[src/rtl/fast_corner_tx_pkg.sv]
// Shared definitions for the FAST transmit path: field widths, the word
// layout of corner/trailer words, and the FIFO entry type.
package fast_pkg;

  localparam int COORD_W     = 10;
  localparam int SCORE_W     = 8;
  localparam int CNT_W       = 20;
  localparam int WORD_W      = 32;
  localparam logic [7:0] TRAILER_TAG = 8'hFF;

  // Field offsets inside a 32-bit output word
  localparam int Y_LSB     = 0;
  localparam int X_LSB     = 10;
  localparam int CNT_LSB   = 0;
  localparam int PAD_LSB   = 20;
  localparam int SCORE_LSB = 24;
  localparam int TAG_LSB   = 24;

  typedef struct packed {
    logic              is_trailer;
    logic [WORD_W-1:0] word;
  } fifo_entry_t;

  function automatic logic [WORD_W-1:0] pack_corner(input logic [SCORE_W-1:0] score,
                                                    input logic [COORD_W-1:0] x,
                                                    input logic [COORD_W-1:0] y);
    logic [WORD_W-1:0] w;
    w                        = '0;
    w[SCORE_LSB +: SCORE_W]  = score;
    w[X_LSB +: COORD_W]      = x;
    w[Y_LSB +: COORD_W]      = y;
    return w;
  endfunction

  function automatic logic [WORD_W-1:0] pack_trailer(input logic [CNT_W-1:0] cnt);
    logic [WORD_W-1:0] w;
    w                   = '0;
    w[TAG_LSB +: 8]     = TRAILER_TAG;
    w[PAD_LSB +: 4]     = 4'hF;
    w[CNT_LSB +: CNT_W] = cnt;
    return w;
  endfunction

endpackage

[src/rtl/fast_corner_tx_if.sv]
// Valid/ready word stream carrying corner and trailer words toward the DMA.
interface fast_corner_tx_if;
  logic [fast_pkg::WORD_W-1:0] m_tdata;
  logic                        m_tvalid;
  logic                        m_tready;
  logic                        m_tlast;

  modport master (output m_tdata, output m_tvalid, output m_tlast, input m_tready);
  modport slave  (input m_tdata, input m_tvalid, input m_tlast, output m_tready);
endinterface

[src/rtl/fast_result_fifo.sv]
// Synchronous FIFO of {is_trailer, word} entries. Pointers carry one extra
// bit so full and empty are distinguishable; a write into a full FIFO is
// accepted when a read happens in the same cycle.
module fast_result_fifo
  import fast_pkg::*;
#(
  parameter int FIFO_DEPTH = 64,
  localparam int AW = $clog2(FIFO_DEPTH)
) (
  input  logic        clk,
  input  logic        rst_n,
  input  logic        wr_en,
  input  fifo_entry_t wr_data,
  input  logic        rd_en,
  output fifo_entry_t rd_data,
  output logic        empty,
  output logic [AW:0] free_cnt
);

  localparam logic [AW:0] DEPTH_V = (AW+1)'(FIFO_DEPTH);

  fifo_entry_t mem [FIFO_DEPTH];
  logic [AW:0] wr_ptr;
  logic [AW:0] rd_ptr;
  logic [AW:0] used;
  logic        full;
  logic        rd_ok;
  logic        wr_ok;

  assign used     = wr_ptr - rd_ptr;
  assign empty    = (used == '0);
  assign full     = (used == DEPTH_V);
  assign free_cnt = DEPTH_V - used;
  assign rd_ok    = rd_en & ~empty;
  assign wr_ok    = wr_en & (~full | rd_ok);
  assign rd_data  = mem[rd_ptr[AW-1:0]];

  // Storage array: data only, never reset
  always_ff @(posedge clk) begin
    if (wr_ok) mem[wr_ptr[AW-1:0]] <= wr_data;
  end

  // Read/write pointers wrap naturally modulo 2*FIFO_DEPTH
  always_ff @(posedge clk or negedge rst_n) begin
    if (!rst_n) begin
      wr_ptr <= '0;
      rd_ptr <= '0;
    end else begin
      if (wr_ok) wr_ptr <= wr_ptr + 1'b1;
      if (rd_ok) rd_ptr <= rd_ptr + 1'b1;
    end
  end

endmodule

[src/rtl/fast_corner_tx.sv]
// Transmit end of the FAST pipeline: captures scored corners into a FIFO,
// closes every frame with a trailer carrying the accepted-corner count, and
// streams words out through a single output register.
module fast_corner_tx #(
  parameter int FIFO_DEPTH = 64,
  parameter int COORD_W    = 10,
  parameter int SCORE_W    = 8
) (
  input  logic                 clk,
  input  logic                 rst_n,
  input  logic                 ce,
  input  logic                 corner_vld,
  input  logic [2*COORD_W-1:0] corner_xy,
  input  logic [SCORE_W-1:0]   corner_score,
  input  logic                 frame_done,
  fast_corner_tx_if.master     m_axis,
  output logic [15:0]          overflow_cnt,
  output logic                 busy
);

  import fast_pkg::*;

  localparam int AW = $clog2(FIFO_DEPTH);
  localparam int TW = AW + 2;
  localparam logic [TW-1:0] DEPTH_T = TW'(FIFO_DEPTH);
  localparam int PCW = fast_pkg::COORD_W;
  localparam int PSW = fast_pkg::SCORE_W;

  logic [CNT_W-1:0] frame_cnt;
  logic             trailer_pend;

  fifo_entry_t fifo_wdata;
  fifo_entry_t fifo_rdata;
  logic        fifo_wr;
  logic        fifo_rd;
  logic        fifo_empty;
  logic [AW:0] fifo_free;

  logic [TW-1:0] held;
  logic [TW-1:0] room;
  logic          pend_now;
  logic          corner_wr;
  logic          corner_drop;
  logic          trailer_wr;

  logic [PCW-1:0] cx;
  logic [PCW-1:0] cy;
  logic [PSW-1:0] cs;

  function automatic logic [15:0] sat_inc16(input logic [15:0] v);
    return (v == 16'hFFFF) ? v : v + 16'd1;
  endfunction

  function automatic logic [CNT_W-1:0] sat_inc_cnt(input logic [CNT_W-1:0] v);
    return (v == {CNT_W{1'b1}}) ? v : v + 1'b1;
  endfunction

  assign cx = PCW'(corner_xy[2*COORD_W-1:COORD_W]);
  assign cy = PCW'(corner_xy[COORD_W-1:0]);
  assign cs = PSW'(corner_score);

  // The output register counts as one of the FIFO_DEPTH slots, so the total
  // number of words buffered in the block never exceeds FIFO_DEPTH and the
  // last free slot is kept for the frame trailer.
  assign held = (DEPTH_T - TW'(fifo_free)) + TW'(m_axis.m_tvalid);
  assign room = DEPTH_T - held;

  assign fifo_rd     = ~fifo_empty & (~m_axis.m_tvalid | m_axis.m_tready);
  assign corner_wr   = ce & corner_vld & (room >= TW'(2));
  assign corner_drop = ce & corner_vld & ~(room >= TW'(2));
  assign pend_now    = trailer_pend | (ce & frame_done);
  assign trailer_wr  = pend_now & ~corner_wr & (room != '0);
  assign fifo_wr     = corner_wr | trailer_wr;

  assign busy = ~fifo_empty | m_axis.m_tvalid | trailer_pend;

  // Select the entry written this cycle: trailer wins only when no corner is written
  always_comb begin
    fifo_wdata = '0;
    if (trailer_wr) begin
      fifo_wdata.is_trailer = 1'b1;
      fifo_wdata.word       = pack_trailer(frame_cnt);
    end else begin
      fifo_wdata.is_trailer = 1'b0;
      fifo_wdata.word       = pack_corner(cs, cx, cy);
    end
  end

  // Frame corner count, pending-trailer flag and saturating drop counter
  always_ff @(posedge clk or negedge rst_n) begin
    if (!rst_n) begin
      frame_cnt    <= '0;
      trailer_pend <= 1'b0;
      overflow_cnt <= '0;
    end else begin
      if (trailer_wr)     frame_cnt <= '0;
      else if (corner_wr) frame_cnt <= sat_inc_cnt(frame_cnt);
      trailer_pend <= pend_now & ~trailer_wr;
      if (corner_drop) overflow_cnt <= sat_inc16(overflow_cnt);
    end
  end

  // Output register: reload on a transfer or when empty, otherwise hold
  always_ff @(posedge clk or negedge rst_n) begin
    if (!rst_n) begin
      m_axis.m_tdata  <= '0;
      m_axis.m_tlast  <= 1'b0;
      m_axis.m_tvalid <= 1'b0;
    end else if (fifo_rd) begin
      m_axis.m_tdata  <= fifo_rdata.word;
      m_axis.m_tlast  <= fifo_rdata.is_trailer;
      m_axis.m_tvalid <= 1'b1;
    end else if (m_axis.m_tready) begin
      m_axis.m_tvalid <= 1'b0;
    end
  end

  fast_result_fifo #(
    .FIFO_DEPTH (FIFO_DEPTH)
  ) u_fifo (
    .clk      (clk),
    .rst_n    (rst_n),
    .wr_en    (fifo_wr),
    .wr_data  (fifo_wdata),
    .rd_en    (fifo_rd),
    .rd_data  (fifo_rdata),
    .empty    (fifo_empty),
    .free_cnt (fifo_free)
  );

endmodule
[src/flat_wrapper.sv]
// flat-port wrapper written by rule: the top's interface ports become plain ports
module fast_corner_tx_flat import fast_pkg::*;
#(
  parameter int FIFO_DEPTH = 64,
  parameter int COORD_W    = 10,
  parameter int SCORE_W    = 8
)
  (clk, rst_n, ce, corner_vld, corner_xy, corner_score, frame_done, overflow_cnt, busy, m_axis_m_tdata, m_axis_m_tvalid, m_axis_m_tlast, m_axis_m_tready);
  fast_corner_tx_if m_axis_i ();
  input  logic clk;
  input  logic rst_n;
  input  logic ce;
  input  logic corner_vld;
  input  logic [2*COORD_W-1:0] corner_xy;
  input  logic [SCORE_W-1:0] corner_score;
  input  logic frame_done;
  output logic [15:0] overflow_cnt;
  output logic busy;
  output wire logic [$bits(m_axis_i.m_tdata)-1:0] m_axis_m_tdata;
  output wire logic [$bits(m_axis_i.m_tvalid)-1:0] m_axis_m_tvalid;
  output wire logic [$bits(m_axis_i.m_tlast)-1:0] m_axis_m_tlast;
  input wire logic [$bits(m_axis_i.m_tready)-1:0] m_axis_m_tready;
  assign m_axis_m_tdata = m_axis_i.m_tdata;
  assign m_axis_m_tvalid = m_axis_i.m_tvalid;
  assign m_axis_m_tlast = m_axis_i.m_tlast;
  assign m_axis_i.m_tready = m_axis_m_tready;
  fast_corner_tx #(.FIFO_DEPTH(FIFO_DEPTH), .COORD_W(COORD_W), .SCORE_W(SCORE_W)) u_core (.clk(clk), .rst_n(rst_n), .ce(ce), .corner_vld(corner_vld), .corner_xy(corner_xy), .corner_score(corner_score), .frame_done(frame_done), .m_axis(m_axis_i), .overflow_cnt(overflow_cnt), .busy(busy));
endmodule
[config.mk]
export PLATFORM = sky130hd
export DESIGN_NAME = fast_corner_tx_flat
export DESIGN_NICKNAME = d
export VERILOG_FILES = /design/src/rtl/fast_corner_tx_pkg.sv /design/src/rtl/fast_corner_tx_if.sv /design/src/rtl/fast_result_fifo.sv /design/src/rtl/fast_corner_tx.sv /design/src/flat_wrapper.sv
export SDC_FILE = /design/constraint.sdc
export NUM_CORES = 2
export LEC_CHECK = 0
export BUFFER_PORTS_ARGS = -buffer_cell sky130_fd_sc_hd__buf_2
export CORE_MARGIN = 2
export CORE_UTILIZATION = 30
export CTS_CLUSTER_SIZE = 24
export DETAILED_ROUTE_END_ITERATION = 7
export PLACE_DENSITY = 0.45
export SYNTH_ARGS = -nofsm -noshare
export SYNTH_HDL_FRONTEND = slang
export SYNTH_SLANG_ARGS = --single-unit
export TNS_END_PERCENT = 50
[constraint.sdc]
create_clock -name clk -period 13 [get_ports clk]
set_input_delay 0 -clock clk [delete_from_list [all_inputs] [get_ports clk]]
set_output_delay 0 -clock clk [all_outputs]
set_load 0.01 [all_outputs]
==> Yosys cells after proc, flatten, opt, wreduce, memory -nomap -nowiden <==
Memories as Yosys holds them, arrays and structs flattened. A register that Yosys moved wholly into a read port is not among the register bits.
Index checks and enable logic that the tools add are counted.
{ "totals": {"ff_bits": 52, "ram_bits": 2112, "output_inout_bits": 51, "elab_cells": 59, "n_memories": 1} }
{ "memory_table": {"columns": ["name", "depth", "word_bits", "read_ports", "rd_clocked_by_memory_dff", "wr", "line_no", "text"], "rows": [
  ["u_core.u_fifo.mem", 64, 33, 1, 1, 1, "fast_result_fifo.sv:22", "fifo_entry_t mem [FIFO_DEPTH];"]
]} }
{ "op_classes": {"n_addsub": 9, "n_lt_le_gt_ge": 1, "n_eq_ne": 4, "n_mux": 8, "bitwise_logic": 23, "reduce_logical": 7} }
{ "op_table": {"columns": ["op", "count"], "rows": [
  ["2-to-1 mux 20 bit", 3],
  ["2-to-1 mux 33 bit", 1],
  ["adder 20 x 1 -> 20 bit (second input constant)", 1],
  ["== test 20 bit (second input constant)", 1],
  ["adder 16 x 1 -> 16 bit (second input constant)", 1],
  ["== test 16 bit (second input constant)", 1],
  ["adder 7 x 1 -> 7 bit (second input constant)", 2],
  ["bitwise AND 1 bit", 10],
  ["adder 8 x 1 -> 8 bit", 1],
  [">= comparator 8 x 2 -> 1 bit (second input constant)", 1],
  ["nonzero test 8 bit", 1],
  ["subtractor 7 x 7 -> 8 bit (first input constant)", 1],
  ["subtractor 7 x 8 -> 8 bit (first input constant)", 1],
  ["== test 7 bit (second input constant)", 1],
  ["logical NOT 7 bit", 1],
  ["NOT 1 bit", 7],
  ["subtractor 7 bit", 1],
  ["subtractor 7 bit (first input constant)", 1],
  ["bitwise OR 1 bit", 6],
  ["2-to-1 mux 1 bit", 4],
  ["AND reduction 2 bit", 2],
  ["nonzero test 2 bit", 2],
  ["!= test 2 x 1 -> 1 bit (second input constant)", 1],
  ["logical NOT 1 bit", 1]
]} }

==> Logic depth before layout (Yosys ltp) <==
{ "logic_depth": {"depth_word": 14, "depth_mapped": 16, "ltp_nobuf": 14} }

==> Hierarchy <==
A second synthesis with hierarchy kept.
{ "unflattened": {"hier_cells": 3717, "area_unflattened_um2": 85016.5} }
{ "by_module_without_submodules": {"columns": ["module", "n_inst", "cells_per_inst", "area_per_inst_um2", "seq_area_each_um2"], "rows": [
  ["fast_result_fifo", 1, 3401, 81398.1, 63771.2],
  ["fast_corner_tx", 1, 316, 3618.5, 1776.7]
]} }

==> Worst setup path before layout <==
OpenSTA, ideal clock, no wires.
{ "synth_timing": {"path_kind": "register to register", "startpoint": "register u_core.u_fifo.rd_ptr[3]", "endpoint": "memory u_core.u_fifo.mem[16][0] (netlist bit) (enable)", "t_arrival_ns": 5.324, "required_time_ns": 12.548, "path_slack_ns": 7.224, "path_stages_with_launch": 14, "n_path_buf": 3, "period_less_slack_ns": 5.776, "path_cell_list": "dfrtp_1 > inv_2 > buf_1 > clkbuf_1 > ha_1 > o21a_1 > o21a_1 > o311ai_1 > a21oi_1 > nand4bb_1 > o211a_2 > o31ai_4 > buf_4 > nor3_1"} }
{ "synth_via": {"elab_chain_cells": 14, "elab_cells_between_ends": 22, "classes_between": "add/sub: 5; order compare: 1; eq/ne: 1; mux: 2; bitwise: 11; reduce/logical: 2"} }
{ "synth_rtl": {"columns": ["item", "line_no", "text"], "rows": [
  ["from (decl)", "fast_result_fifo.sv:24", "logic [AW:0] rd_ptr;"],
  ["from (signal assigned)", "fast_result_fifo.sv:50", "if (rd_ok) rd_ptr <= rd_ptr + 1'b1;"],
  ["subtractor 7 bit (*)", "fast_result_fifo.sv:30", "assign used = wr_ptr - rd_ptr;"],
  ["subtractor 7 bit", "fast_result_fifo.sv:33", "assign free_cnt = DEPTH_V - used;"],
  ["subtractor 7 x 7 -> 8 bit", "fast_corner_tx.sv:65", "assign held = (DEPTH_T - TW'(fifo_free)) + TW'(m_axis.m_tvalid);"],
  ["adder 8 x 1 -> 8 bit", "fast_corner_tx.sv:65", null],
  ["subtractor 7 x 8 -> 8 bit", "fast_corner_tx.sv:66", "assign room = DEPTH_T - held;"],
  [">= comparator 8 x 2 -> 1 bit", "fast_corner_tx.sv:69", "assign corner_wr = ce & corner_vld & (room >= TW'(2));"],
  ["bitwise AND 1 bit", "fast_corner_tx.sv:69", null],
  ["NOT 1 bit", "fast_corner_tx.sv:72", "assign trailer_wr = pend_now & ~corner_wr & (room != '0);"],
  ["bitwise AND 1 bit (2 in series)", "fast_corner_tx.sv:72", null],
  ["bitwise OR 1 bit", "fast_corner_tx.sv:73", "assign fifo_wr = corner_wr | trailer_wr;"],
  ["bitwise AND 1 bit (*)", "fast_result_fifo.sv:35", "assign wr_ok = wr_en & (~full | rd_ok);"],
  ["2-to-1 mux 1 bit (*)", "fast_result_fifo.sv:40", "if (wr_ok) mem[wr_ptr[AW-1:0]] <= wr_data;"],
  ["2-to-1 mux 1 bit (not written as such) (*)", "fast_result_fifo.sv:40", null],
  ["to (decl)", "fast_result_fifo.sv:22", null]
]} }
Every way passes the cells marked *; elsewhere a longest branch is shown, timed or not.

==> Final worst setup path <==
{ "layout_timing": {"startpoint": "register u_core.u_fifo.rd_ptr[1]", "endpoint": "memory u_core.u_fifo.mem[7][26] (netlist bit) (enable)"} }
Same word-level chain as after synthesis.

==> impl_metrics.csv <==
group,metric,value,unit
sta,fin_crit_sh,45.13,%
floorplan,die_area,0.2536,mm2
grt,grt_first_pass_wirelength,268.8,mm
floorplan,start_util,30.14,%
sta,tns,0,ns
grt,grt_max_degree,131,
final_layout,seqCellArea,0.05777,mm2
floorplan,pin_count,85,
place,dp.cells,6444,
final_layout,drive_gt1_share,34.37,%
yosys,yosys-top-cells-area,"edfxtp_1 74%, mux4_2 18%, dfrtp_1 2.7%",
clocking,cts_setup_buffers,0,
worst_setup_path,crit_required,13.42,ns
final_layout,nNetsFinal,3374,
clocking,cts_tree,"built",
worst_setup_path,rr_endpoint,"u_core.u_fifo.mem[7][26]$_DFFE_PP_",
sta,skew,0.02030,ns
place,place.gp.congestion,0.7447,
yosys,syn_area,0.07488,mm2
clocking,clk_latency,0.81,ns
yosys,synth_top_area_share,74.43,%
route,routed_via_density,4.906,
yosys,yosysUniqueCellTypes,57,
route,routedWlPerCell,27.62,um
clocking,root_buffer,"clkbuf_16",
hold_path,hold_end,"u_core.m_axis.m_tvalid$_DFFE_PN0P_",
clocking,clk_path_buf_depth,3,
yosys,ys_seq_area_share,77.14,%
place,dpl.hpwl,108.6,mm
worst_setup_path,timing.rr.start,"u_core.u_fifo.rd_ptr[1]$_DFFE_PN0P_",
clocking,cts_htree_levels,4,
route,drtIter0Drc,3299,
grt,grt_pass1_vias,34720,
final_layout,multi_input_area,0.01689,mm2
floorplan,num_rows,183,
yosys,ys_ff_latch,1937,
floorplan,die_h,503.6,um
sta,setup_violations,0,
worst_setup_path,rrSetupSlack,7.13,ns
yosys,yosys-top-cells-count,"1856 x edfxtp_1, 609 x mux4_2, 102 x clkbuf_1",
route,wl,188.7,mm
yosys,async_flop_share,4.182,%
floorplan,fp.coreArea,0.2484,mm2
sta,rsz0062_at_grt,"no",
clocking,path_clk_slew,0.06,ns
yosys,synth_ff_type,"edfxtp_1",
grt,grt-ovfl-total,0,
run_status,status,"complete, no violations",
sta,fmaxAchievable,170.4,MHz
floorplan,die_w,503.6,um
yosys,synth.most_common_cell,"edfxtp_1",
final_layout,fillers,22860,
run,cap_viol_max_count,0,
place,io_buffers,84,
yosys,synth_fp_nets,3166,
grt,antenna_found_initial,29,
route,firstDrtPassIters,6,
clocking,cts_sinks,1937,
yosys,avgSynthCellArea,24.01,um2
yosys,synth_top_cell_by_area,"edfxtp_1",
sta,relSlewSlack,15.40,%
final_layout,area.growth.synth_to_final,15.44,%
sta,holdWs,0.07398,ns
sta,worst_slew_pin_slew,1.269,ns
grt,track_usage,14.89,%
yosys,synth_edf_count,1856,
worst_setup_path,path_class,"reg -> reg",
power,vdd_drop_max,0.1668,mV
worst_setup_path,end_kind,"flop",
worst_setup_path,ff2ff_path_depth,10,
power,leakage,26.50,nW
sta,drv_slew,0,
final_layout,layout.cells.non_filler,6833,
hold_path,worstHoldStart,"m_axis_m_tready",
clocking,cts_made_buffers,198,
worst_setup_path,critPathArrivalTime,6.29,ns
power,p_per_area,236.1,mW/mm2
sta,fin_crit,5.867,ns
final_layout,final_core_utilization,34.79,%
yosys,yosys_warnings,0,
sta,hold_viol_final,0,
hold_path,holdCritPathClass,"in -> reg",
route,drc,0,
route,drtAntennaViolNets,0,
worst_setup_path,path_max_fanout,60,
route,vias,33520,
yosys,syn_inst,3118,
hold_path,hold_depth,4,
worst_setup_path,cp-start-kind,"flop",
routing by layer:
layer	part of all wire, %	vias up	GRT usage, %	routed length (um)
li1	-	13870	-	-
met1	46	18560	21.89	86700
met4	1.9	0	3.214	3503
met5	0	-	0	0
met2	46	849	22.71	86850
met3	6.2	235	3.125	11690
critical path, stage by stage, from the launching register on:
cell,delay [ns]
dfrtp_4,1.05
fa_1,0.59
ha_1,0.24
xnor2_1,0.33
nand3_1,0.13
a211o_1,0.30
a2111o_1,0.42
o211a_2,0.21
o31ai_4,0.73
or3_1,0.98
nor2_4,0.44
timing repair:
| action | in CTS | in global routing |
|---|---|---|
| hold buffers | 12 | 0 |
| resized for setup | 0 | 0 |
| hold endpoints to repair | 126 | 0 |
flip-flops by register name, summed over array words and instances (netlist names):
register	count
u_core.frame_cnt	20
u_core.m_axis.m_tdata	29
u_core.m_axis.m_tvalid	1
u_core.overflow_cnt	16
u_core.trailer_pend	1
u_core.u_fifo.mem	1856
u_core.u_fifo.rd_ptr	7
u_core.u_fifo.wr_ptr	7
per-stage QoR:
step	power, mW	setup WS, ns	area, um2
detailed placement	15.15	7.129	79990
CTS	20.75	7.080	86430
global placement	15.10	7.129	79990
global route	21.33	6.743	86430
finish	20.41	7.133	86440
floorplan	12.45	7.224	74880
power by group:
group | internal [mW] | switching, mW | total [mW]
Combinational | 2.53 | 3.94 | 6.47
Clock | 3.15 | 2.41 | 5.56
Sequential | 8.12 | 0.263 | 8.38
logic make-up (layout without fill, tap and decap cells):
group | count (synthesis) | in the layout | share of synthesized area [%]
flip-flops | 1937 | 1937 | 77.14
XOR/XNOR | 35 | 35 | 0.4094
buffers and inverters | 184 | 566 | 0.9909
AND/OR/NAND/NOR | 222 | 222 | 1.501
multiplexers | 662 | 662 | 19.11
adder cells (fa/ha/maj) | 14 | 14 | 0.2440
other | 0 | 3 | 0
AO/OA/AOI/OAI | 64 | 64 | 0.6015
worst max path at each step:
stage                                        startpoint                                   to  slack (ns)  cells past startpoint
finish              u_core.u_fifo.rd_ptr[1]$_DFFE_PN0P_   u_core.u_fifo.mem[7][26]$_DFFE_PP_        7.13                     10
global route        u_core.u_fifo.rd_ptr[1]$_DFFE_PN0P_  u_core.u_fifo.mem[52][16]$_DFFE_PP_        6.74                     12
CTS                 u_core.u_fifo.rd_ptr[1]$_DFFE_PN0P_  u_core.u_fifo.mem[44][17]$_DFFE_PP_        7.08                     11
detailed placement  u_core.u_fifo.rd_ptr[1]$_DFFE_PN0P_  u_core.u_fifo.mem[63][17]$_DFFE_PP_        7.13                     11
global placement    u_core.u_fifo.rd_ptr[1]$_DFFE_PN0P_   u_core.u_fifo.mem[1][28]$_DFFE_PP_        7.13                     10
floorplan           u_core.u_fifo.rd_ptr[3]$_DFFE_PN0P_   u_core.u_fifo.mem[16][0]$_DFFE_PP_        7.22                     13
layout by cell type, fill, tap and decap left out, drive strengths merged, types with 2 or more instances in the layout:
cell         instances
nand2               30
ha                  13
nand3               19
edfxtp            1856
or2                  2
nand3b               2
a21oi               19
or4                 14
mux4               609
nand4               14
and3                12
nor2b                4
o21bai               2
xnor2               25
xor2                10
clkinv              99
o21a                 7
nor3                12
a211oi               2
diode                3
clkbuf             249
o31ai               10
bufinv              12
o22ai                2
o21ai               12
buf                166
and2                 7
dfrtp               81
nand2b              11
clkinvlp             7
mux2                52
o211ai               3
dlygate4sd3         11
inv                 22
nor2                78
and4                 2
or3                 10
area by class of cell:
class	count	share of cell area, %
Sequential cell	1937	66.84
Inverter	15	0.07382
Multi-Input combinational cell	997	19.54
Antenna cell	3	0.008685
Tap cell	3330	4.820
Clock buffer	249	6.203
Timing Repair Buffer	177	1.424
Clock inverter	125	1.091
Power figures use the tool's default switching activity.
